--- src/rtl/modemux_arb_hs.sv ---
// modemux_arb_hs: N-channel arbitrating multiplexer with valid/ready on
// every input and on the output. Arbitration is fixed priority (mode=0,
// ch0 highest) or round-robin (mode=1), and the winner is captured in one
// output register stage.
//
// Optional feature macro: MODEMUX_STARVE_EN
//   When defined, fixed mode gains per-channel starvation counters. A
//   requesting channel that has lost STARVE_LIMIT fixed-mode arbitrations
//   overrides plain priority; the lowest-index such channel wins.
module modemux_arb_hs #(
    parameter int NUM_CH       = 4,
    parameter int DATA_WIDTH   = 8,
    parameter int STARVE_LIMIT = 7
) (
    input  logic                         clk,
    input  logic                         rst,
    input  logic                         mode,
    input  logic [NUM_CH-1:0]            in_valid,
    output logic [NUM_CH-1:0]            in_ready,
    input  logic [NUM_CH*DATA_WIDTH-1:0] in_data,
    output logic                         out_valid,
    input  logic                         out_ready,
    output logic [DATA_WIDTH-1:0]        out_data,
    output logic [NUM_CH-1:0]            grant,
    output logic [$clog2(NUM_CH)-1:0]    grant_idx
);

    localparam int IDX_W = $clog2(NUM_CH);
    localparam logic [IDX_W-1:0] LAST_IDX = IDX_W'(NUM_CH - 1);

    logic                  out_valid_q, out_valid_d;
    logic [DATA_WIDTH-1:0] out_data_q,  out_data_d;
    logic [NUM_CH-1:0]     grant_q,     grant_d;
    logic [IDX_W-1:0]      grant_idx_q, grant_idx_d;
    logic [IDX_W-1:0]      rr_ptr_q,    rr_ptr_d;

    logic                  load;
    logic                  any_valid;
    logic                  accept;
    logic [DATA_WIDTH-1:0] ch_data [NUM_CH];
    logic [NUM_CH-1:0]     rr_mask;
    logic [NUM_CH-1:0]     rr_masked;
    logic [IDX_W-1:0]      rr_win;
    logic [IDX_W-1:0]      fixed_win;
    logic [IDX_W-1:0]      win_idx;
    logic [NUM_CH-1:0]     win_onehot;
    logic [IDX_W-1:0]      rr_next;

    // Index of the lowest set bit of req; 0 when req is empty.
    function automatic logic [IDX_W-1:0] lowest_idx(input logic [NUM_CH-1:0] req);
        lowest_idx = '0;
        for (int i = NUM_CH - 1; i >= 0; i--) begin
            if (req[i]) lowest_idx = IDX_W'(i);
        end
    endfunction

    // Unpack the flattened payload bus into per-channel words.
    always_comb begin
        for (int i = 0; i < NUM_CH; i++) begin
            ch_data[i] = in_data[i*DATA_WIDTH +: DATA_WIDTH];
        end
    end

    // The output register can take a new word when empty or being drained.
    assign load      = !out_valid_q || out_ready;
    assign any_valid = |in_valid;
    assign accept    = load && any_valid;

    // Round-robin: prefer requests at or above the pointer, else wrap to the lowest.
    always_comb begin
        for (int i = 0; i < NUM_CH; i++) begin
            rr_mask[i] = (i >= int'(rr_ptr_q));
        end
        rr_masked = in_valid & rr_mask;
        rr_win    = (|rr_masked) ? lowest_idx(rr_masked) : lowest_idx(in_valid);
    end

`ifdef MODEMUX_STARVE_EN
    localparam int CNT_W = $clog2(STARVE_LIMIT + 1);
    localparam logic [CNT_W-1:0] CNT_MAX = CNT_W'(STARVE_LIMIT);

    logic [CNT_W-1:0]  starve_q [NUM_CH];
    logic [CNT_W-1:0]  starve_d [NUM_CH];
    logic [NUM_CH-1:0] starving;

    // Fixed priority, overridden by the lowest-index requesting starved channel.
    always_comb begin
        for (int i = 0; i < NUM_CH; i++) begin
            starving[i] = in_valid[i] && (starve_q[i] >= CNT_MAX);
        end
        fixed_win = (|starving) ? lowest_idx(starving) : lowest_idx(in_valid);
    end

    // Count lost fixed-mode arbitrations per requester; RR mode clears all.
    always_comb begin
        for (int i = 0; i < NUM_CH; i++) begin
            starve_d[i] = starve_q[i];
            if (mode) begin
                starve_d[i] = '0;
            end else if (accept) begin
                if (win_onehot[i]) begin
                    starve_d[i] = '0;
                end else if (in_valid[i] && (starve_q[i] != CNT_MAX)) begin
                    starve_d[i] = starve_q[i] + 1'b1;
                end
            end
        end
    end

    // Starvation counter state.
    // NOTE: the counter array is small and its contents steer arbitration, so
    // every entry gets an explicit reset value rather than being left as RAM.
    always_ff @(posedge clk or posedge rst) begin
        if (rst) begin
            for (int i = 0; i < NUM_CH; i++) starve_q[i] <= '0;
        end else begin
            for (int i = 0; i < NUM_CH; i++) starve_q[i] <= starve_d[i];
        end
    end
`else
    assign fixed_win = lowest_idx(in_valid);
`endif

    assign win_idx    = mode ? rr_win : fixed_win;
    assign win_onehot = {{(NUM_CH-1){1'b0}}, 1'b1} << win_idx;
    assign rr_next    = (win_idx == LAST_IDX) ? '0 : win_idx + 1'b1;

    // Accept is combinational so the winner sees ready in the request cycle.
    assign in_ready = (accept && !rst) ? win_onehot : '0;

    // Next state of the output register and the round-robin pointer.
    // NOTE: every variable gets its hold value first so no path infers a latch.
    always_comb begin
        out_valid_d = out_valid_q;
        out_data_d  = out_data_q;
        grant_d     = grant_q;
        grant_idx_d = grant_idx_q;
        rr_ptr_d    = rr_ptr_q;
        if (load) begin
            if (any_valid) begin
                out_valid_d = 1'b1;
                out_data_d  = ch_data[win_idx];
                grant_d     = win_onehot;
                grant_idx_d = win_idx;
                if (mode) rr_ptr_d = rr_next;
            end else begin
                out_valid_d = 1'b0;
                grant_d     = '0;
                grant_idx_d = '0;
            end
        end
    end

    // Output register and pointer; reset discards any pending word.
    // NOTE: sequential state uses non-blocking assignments so all flops
    // sample the same pre-edge values.
    always_ff @(posedge clk or posedge rst) begin
        if (rst) begin
            out_valid_q <= 1'b0;
            out_data_q  <= '0;
            grant_q     <= '0;
            grant_idx_q <= '0;
            rr_ptr_q    <= '0;
        end else begin
            out_valid_q <= out_valid_d;
            out_data_q  <= out_data_d;
            grant_q     <= grant_d;
            grant_idx_q <= grant_idx_d;
            rr_ptr_q    <= rr_ptr_d;
        end
    end

    assign out_valid = out_valid_q;
    assign out_data  = out_data_q;
    assign grant     = grant_q;
    assign grant_idx = grant_idx_q;

endmodule

--- config.mk ---
export PLATFORM = sky130hd
export DESIGN_NAME = modemux_arb_hs
export DESIGN_NICKNAME = d
export VERILOG_FILES = /design/src/rtl/modemux_arb_hs.sv
export SDC_FILE = /design/constraint.sdc
export NUM_CORES = 1
export LEC_CHECK = 0
export ABC_AREA = 1
export CAP_MARGIN = 20
export CELL_PAD_IN_SITES_DETAIL_PLACEMENT = 0
export CELL_PAD_IN_SITES_GLOBAL_PLACEMENT = 2
export CORE_ASPECT_RATIO = 0.5
export CORE_MARGIN = 1
export CORE_UTILIZATION = 21
export CTS_CLUSTER_DIAMETER = 200
export DETAILED_ROUTE_END_ITERATION = 16
export GPL_TIMING_DRIVEN = 1
export PLACE_DENSITY_LB_ADDON = 0.1
export SYNTH_ARGS = -nofsm -noshare
export SYNTH_HDL_FRONTEND = slang
export SYNTH_SLANG_ARGS = --single-unit
--- constraint.sdc ---
create_clock -name clk -period 2.1 [get_ports clk]
set_input_delay 0.315 -clock clk [delete_from_list [all_inputs] [get_ports clk]]
set_output_delay 0.315 -clock clk [all_outputs]
set_load 0.01 [all_outputs]
==> impl_metrics.env, run 1 <==
export IMPL_ys_seq_area_share_pct=31.9
export IMPL_fp_dieW_um=115
export IMPL_p_per_area_nw_per_um2=712
export IMPL_top_layer_used="met4"
export IMPL_met2_length_um=1640
export IMPL_final_nets=316
export IMPL_drt_iter0_markers=49
export IMPL_clkSlewWorstSetupHoldPaths_ns=0.05
export IMPL_setup_viol=0
export IMPL_syn_to_final_growth_pct=63.6
export IMPL_cp_max_fo=5
export IMPL_ys_warnings_count=0
export IMPL_firstDrtPassIters=4
export IMPL_place_inst=354
export IMPL_die_h_um=58.4
export IMPL_place_congestion=0.789
export IMPL_overflow=0
export IMPL_fin_ws_ns=0.136
export IMPL_finalCriticalPeriod_ns=1.96
export IMPL_insertion_delay_ns=0.25
export IMPL_crit_type="in2out"
export IMPL_ff_latch_area_um2=425
export IMPL_core_area_um2=6110
export IMPL_cp_arrival_ns=1.65
export IMPL_outcome="finished clean"
export IMPL_track_usage_pct=12.2
export IMPL_cts_buffer_depth=2
export IMPL_drc=0
export IMPL_wl_met1_um=2000
export IMPL_grt_pass1_vias=1433
export IMPL_crit_slowest_cell="clkdlybuf4s50_1"
export IMPL_place_worst_setup_slack_ns=-0.487
export IMPL_hold_worst_slack_ns=0.425
export IMPL_die_area_um2=6700
export IMPL_synth_cell_type_count=21
export IMPL_final_cell_mix="nand2_1 (58), clkdlybuf4s50_1 (50), inv_1 (42)"
export IMPL_via_per_inst=3.85
export IMPL_diodes=0
export IMPL_ir_worst_vdd_uv=261
export IMPL_cts_sinks=17
export IMPL_met3WireLength_um=189
export IMPL_synth_seq_cells=17
export IMPL_cp_end_kind="primary output"
export IMPL_worst_pin_slew_ns=0.268
export IMPL_ant_nets=0
export IMPL_timing_fmax_mhz=509
export IMPL_cts_hold_buf=0
export IMPL_initial_utilization_pct=21.9
export IMPL_io_buffers=58
export IMPL_avgSynthCellArea_um2=6.74
export IMPL_drv_cap=0
export IMPL_htreeDepth=1
export IMPL_cts_made_buffers=3
export IMPL_grt_antenna_before_repair=0
export IMPL_num_rows=20
export IMPL_vias=1383
export IMPL_hpwlAfterDp_um=3070
export IMPL_syn_area_um2=1340
export IMPL_hold_violations=0
export IMPL_clock_skew_ns=0.00138
export IMPL_wl_per_cell_um=10.7
export IMPL_cp_slowest_stage_delay_ns=0.53
export IMPL_cts_root_buffer="clkbuf_16"
export IMPL_routed_wl_um=3840
export IMPL_period_share_pct=93.5
export IMPL_io_pins=59
export IMPL_layout_cells_non_filler=359
export IMPL_grt_pass1_wl_um=6400
export IMPL_cts_tree="built"
export IMPL_startpoint_type="input pin"
export IMPL_power_leakage_nw=1.16
export IMPL_slew_viol_final=0
export IMPL_path_cells="clkdlybuf4s50_1 -> buf_4 -> nand2_4 -> nand2_8 -> buf_6 -> ha_4 -> inv_2 -> nor2_1 -> buf_2"
export IMPL_syn_instance_count=198
export IMPL_slew_headroom_pct=82.0
export IMPL_rsz0062_at_grt="true"
export IMPL_hold_path_class="in2async"
export IMPL_grt_max_degree=18
export IMPL_syn_nets=242
export IMPL_required_ns=1.78
export IMPL_fillers=675
export IMPL_final_common_cell="nand2_1"
export IMPL_drive_above_1_share_pct=18.1
export IMPL_multi_input_area_um2=699
area by class of cell:
cell class	instances	area share, %
clock buffers	4	3.61
inverters	45	7.85
multi-input cells	130	32.0
flip-flops and latches	17	19.5
well taps	88	5.04
repair buffers	75	32.0
cell families (layout without fill, tap and decap cells):
family / Yosys count / in the layout / share of synthesized area, %
and+or+nand+nor: 116 / 116 / 43.0
buffers and inverters: 51 / 124 / 17.6
AOI/OAI and AO/OA: 10 / 10 / 3.75
adders and majority gates: 4 / 4 / 3.75
DFF: 17 / 17 / 31.9
critical path: cells and delay by family:
kind,cells,cell delay [ns]
and+or+nand+nor,3,0.26
adders and majority gates,1,0.12
buffers and inverters,5,0.95
worst paths after layout:
kind / slack (ns) / end / cells past startpoint / start
worst max-delay path: 0.14 / in_ready[2] / 9 / mode
worst max register to register: 0.54 / out_data[7]$_DFFE_PP0N_ / 11 / rr_ptr_q[0]$_DFFE_PP0P_
worst min register to register: 0.48 / out_data[3]$_DFFE_PP0N_ / 2 / out_data[3]$_DFFE_PP0N_
min in group clk: 0.48 / out_data[3]$_DFFE_PP0N_ / 2 / out_data[3]$_DFFE_PP0N_
max in group asynchronous: 1.48 / out_data[7]$_DFFE_PP0N_ / 3 / rst
worst min-delay path: 0.42 / grant_idx[1]$_DFFE_PP0N_ / 3 / rst
timing repair:
item | 4_1_cts | 5_1_grt
setup endpoints to repair | 4 | 4
gates cloned | 0 | 0
gates resized for setup | 21 | 9
pin swaps | 4 | 5
buffers inserted | 0 | 1
state kept, by name, indices dropped and copies added (netlist names):
name       count
out_data       8
grant          4
grant_idx      2
rr_ptr_q       2
out_valid      1
cell usage after synthesis:
library cell	instances	area, um2
nand2_1	61	229
inv_1	44	165
nand3_1	27	135
dfrtp_1	17	425
nand2_2	8	50.1
nor2_1	8	30.0
o21ai_0	8	40.0
nand3_2	7	70.1
ha_1	4	50.1
buf_6	3	33.8
a21oi_1	1	5.00
buf_12	1	20.0
buf_2	1	5.00
buf_4	1	7.51
inv_2	1	3.75
nand2_4	1	11.3
nand2_8	1	20.0
nand3_4	1	17.5
nor3_1	1	5.00
o21ai_1	1	5.00
or2_1	1	6.26
stage by stage:
step | cell area [um2] | total power, mW | setup TNS [ns] | utilization, %
2_1_floorplan | 1340 | 0.830 | 0 | -
3_3_place_gp | 2090 | 1.17 | -1.95 | 34.3
3_5_place_dp | 2090 | 1.17 | -1.92 | 34.3
4_1_cts | 2170 | 1.57 | 0 | 35.5
5_1_grt | 2180 | 1.68 | -0.0327 | 35.8
6_report | 2180 | 1.55 | 0 | 35.8
per-layer routing:
layer	GRT usage (%)	vias to the layer above
met5	0	-
li1	-	737
met4	1.67	0
met2	21.0	36
met3	2.27	2
met1	16.6	608
power by group:
group          internal [mW]  total [mW]  switching (mW)
registers              0.400       0.444          0.0435
clock network          0.258       0.383           0.125
logic                  0.362       0.728           0.366
total                   1.02        1.55           0.535
(Power assumes the default switching activity.)
==> run 2: changes to the inputs <==
Settings changed: CTS_CLUSTER_SIZE from default to 28, SLEW_MARGIN from default to 20.
==> results of run 2 <==
Same layout as run 1: the final DEF is identical, and so are final timing and power.
==> run 3: changes to the inputs <==
Settings changed: CORE_MARGIN 1 to 3, SKIP_CTS_REPAIR_TIMING from default to 1, TNS_END_PERCENT from default to 10.
==> run 3 against run 2 <==
Effect of this change:
- final area about the same
- critical endpoint unchanged
- sequential power about the same
- combinational power down 0.7%
- total power down 0.88%
- sequential share of layout area about the same
- count of clock-buffer cells in the layout unchanged
- cell count down 0.56%
- via count up 0.43%
- global-route usage down 1.3 points
- die area up 11%
- critical path depth unchanged
- highest routed layer unchanged
- worst setup slack better by 0.012 ns
==> impl_metrics.env, run 3 (same netlist as run 1, synthesis figures left out) <==
export IMPL_outcome="finished clean"
export IMPL_seq_power_share_pct=28.8
export IMPL_hpwlAfterDp_um=3160
export IMPL_cp_num_buf_inv=4
export IMPL_ir_worst_vdd_uv=353
export IMPL_slew_headroom_pct=84.2
export IMPL_core_area_um2=5800
export IMPL_fillers=675
export IMPL_final_cell_mix="nand2_1 (57), clkdlybuf4s50_1 (50), inv_1 (41)"
export IMPL_cts_made_buffers=3
export IMPL_cts_root_buffer="clkbuf_16"
export IMPL_initial_utilization_pct=23.0
export IMPL_drv_cap=0
export IMPL_hold_path_class="in2reg"
export IMPL_timing_fmax_mhz=512
export IMPL_track_usage_pct=10.9
export IMPL_place_congestion=0.726
export IMPL_routed_wl_um=3930
export IMPL_sw_frac_of_total_pct=34.0
export IMPL_combPwrFrac_pct=46.9
export IMPL_cp_end_kind="primary output"
export IMPL_place_worst_setup_slack_ns=-0.435
export IMPL_cts_buffer_depth=2
export IMPL_syn_to_final_growth_pct=63.5
export IMPL_wl_per_cell_um=11.0
export IMPL_io_buffers=58
export IMPL_die_area_um2=7410
export IMPL_hold_violations=0
export IMPL_crit_path_start="mode"
export IMPL_final_common_cell="nand2_1"
export IMPL_die_h_um=62.4
export IMPL_path_cells="clkdlybuf4s50_1 -> nand2_2 -> nand2_1 -> nand2_2 -> inv_2 -> ha_1 -> inv_1 -> nor2_1 -> buf_2"
export IMPL_htreeDepth=1
export IMPL_crit_slowest_cell="clkdlybuf4s50_1"
export IMPL_cp_common_cell="nand2_2"
export IMPL_cts_tree="built"
export IMPL_multi_input_area_um2=689
export IMPL_grt_pass1_wl_um=6730
export IMPL_fin_ws_ns=0.148
export IMPL_rsz0062_at_grt="true"
export IMPL_internal_power_mw=1.02
export IMPL_slew_viol_final=0
export IMPL_p_per_area_nw_per_um2=706
export IMPL_ant_nets=0
export IMPL_worst_pin_slew_ns=0.237
export IMPL_power_net_switching_mw=0.524
export IMPL_diodes=0
export IMPL_critical_path_top_delay_family="buffers and inverters"
export IMPL_crit_type="in2out"
export IMPL_cp_max_fo=5
export IMPL_clkSlewWorstSetupHoldPaths_ns=0.05
export IMPL_drt_iter0_markers=44
export IMPL_drc=0
export IMPL_num_rows=19
export IMPL_fin_area_um2=2180
export IMPL_firstDrtPassIters=4
export IMPL_cp_arrival_ns=1.64
export IMPL_vias=1389
export IMPL_via_per_inst=3.89
export IMPL_drive_above_1_share_pct=19.4
export IMPL_finalCriticalPeriod_ns=1.95
export IMPL_r2r_start="rr_ptr_q[1]$_DFFE_PP0P_"
export IMPL_clock_skew_ns=0.00101
export IMPL_final_nets=318
export IMPL_min_from="in_valid[1]"
export IMPL_pwr_share_clk_pct=24.3
export IMPL_ff_latch_area_um2=425
export IMPL_cts_sinks=17
export IMPL_overflow=0
export IMPL_power_leakage_nw=1.20
export IMPL_io_pins=59
export IMPL_period_share_pct=93.0
export IMPL_largest_register_ffs=8
export IMPL_fp_dieW_um=119
export IMPL_grt_antenna_before_repair=0
export IMPL_startpoint_type="input pin"
export IMPL_setup_viol=0
export IMPL_grt_pass1_vias=1392
export IMPL_setup_tns_ns=0
export IMPL_required_ns=1.78
export IMPL_insertion_delay_ns=0.24
export IMPL_postPlaceCellArea_um2=2070
export IMPL_grt_max_degree=18
export IMPL_hold_worst_slack_ns=0.392
export IMPL_cp_slowest_stage_delay_ns=0.54
==> run 3: cell count changes in the layout (fill, tap and decap cells not counted), moves of 2 or more <==
cell | previous run | this run
dlygate4sd2_1 | 4 | 0
buf_4 | 15 | 19
nand2_2 | 10 | 12
dlymetal6s2s_1 | 0 | 4
==> run 3: cell type report <==
cell class / count / area share (%)
repair buffers: 77 / 32.7
multi-input cells: 130 / 31.6
flip-flops and latches: 17 / 19.5
inverters: 45 / 7.85
well taps: 84 / 4.81
clock buffers: 4 / 3.61
==> run 3: final timing paths <==
check                                            to  slack [ns]  depth (start not counted)
setup reg to reg            out_data[0]$_DFFE_PP0N_        0.44                         12
min in group asynchronous  grant_idx[0]$_DFFE_PP0N_        0.42                          3
hold / removal                out_valid$_DFFE_PP0N_        0.39                          3
hold reg to reg             out_data[3]$_DFFE_PP0N_        0.48                          2
max in group asynchronous   out_data[3]$_DFFE_PP0N_        1.49                          3
setup / recovery                        in_ready[2]        0.15                          9
==> run 3: per-stage QoR <==
step	power, mW	cells	utilization, %
2_1_floorplan	0.830	198	-
3_3_place_gp	1.15	349	35.6
3_5_place_dp	1.16	349	35.6
4_1_cts	1.54	353	37.0
5_1_grt	1.66	357	37.6
6_report	1.54	357	37.6
==> run 3: worst reg2reg max path: stages (launching register included) <==
cell and delay (ns):
dfrtp_1 0.40, nor2_1 0.12, nand2_1 0.08, nand2_1 0.07, nand2_2 0.07, nand3_4 0.12, buf_4 0.11, buf_4 0.20
nand3_1 0.12, nand3_2 0.10, nand2_1 0.05, nand2_1 0.05, nand2_1 0.05
==> run 3: power groups by stage <==
stage	Sequential (mW)	Combinational [mW]	Clock [mW]
floorplan	0.472	0.358	0
global placement	0.448	0.706	0
detailed placement	0.449	0.707	0
CTS	0.444	0.711	0.389
global route	0.455	0.807	0.398
finish	0.443	0.723	0.375
==> run 3: layer usage <==
metal,routed length [um],track usage (%)
met3,212,2.17
met5,0,0
met4,27,2.16
met2,1680,17.1
met1,2020,15.6
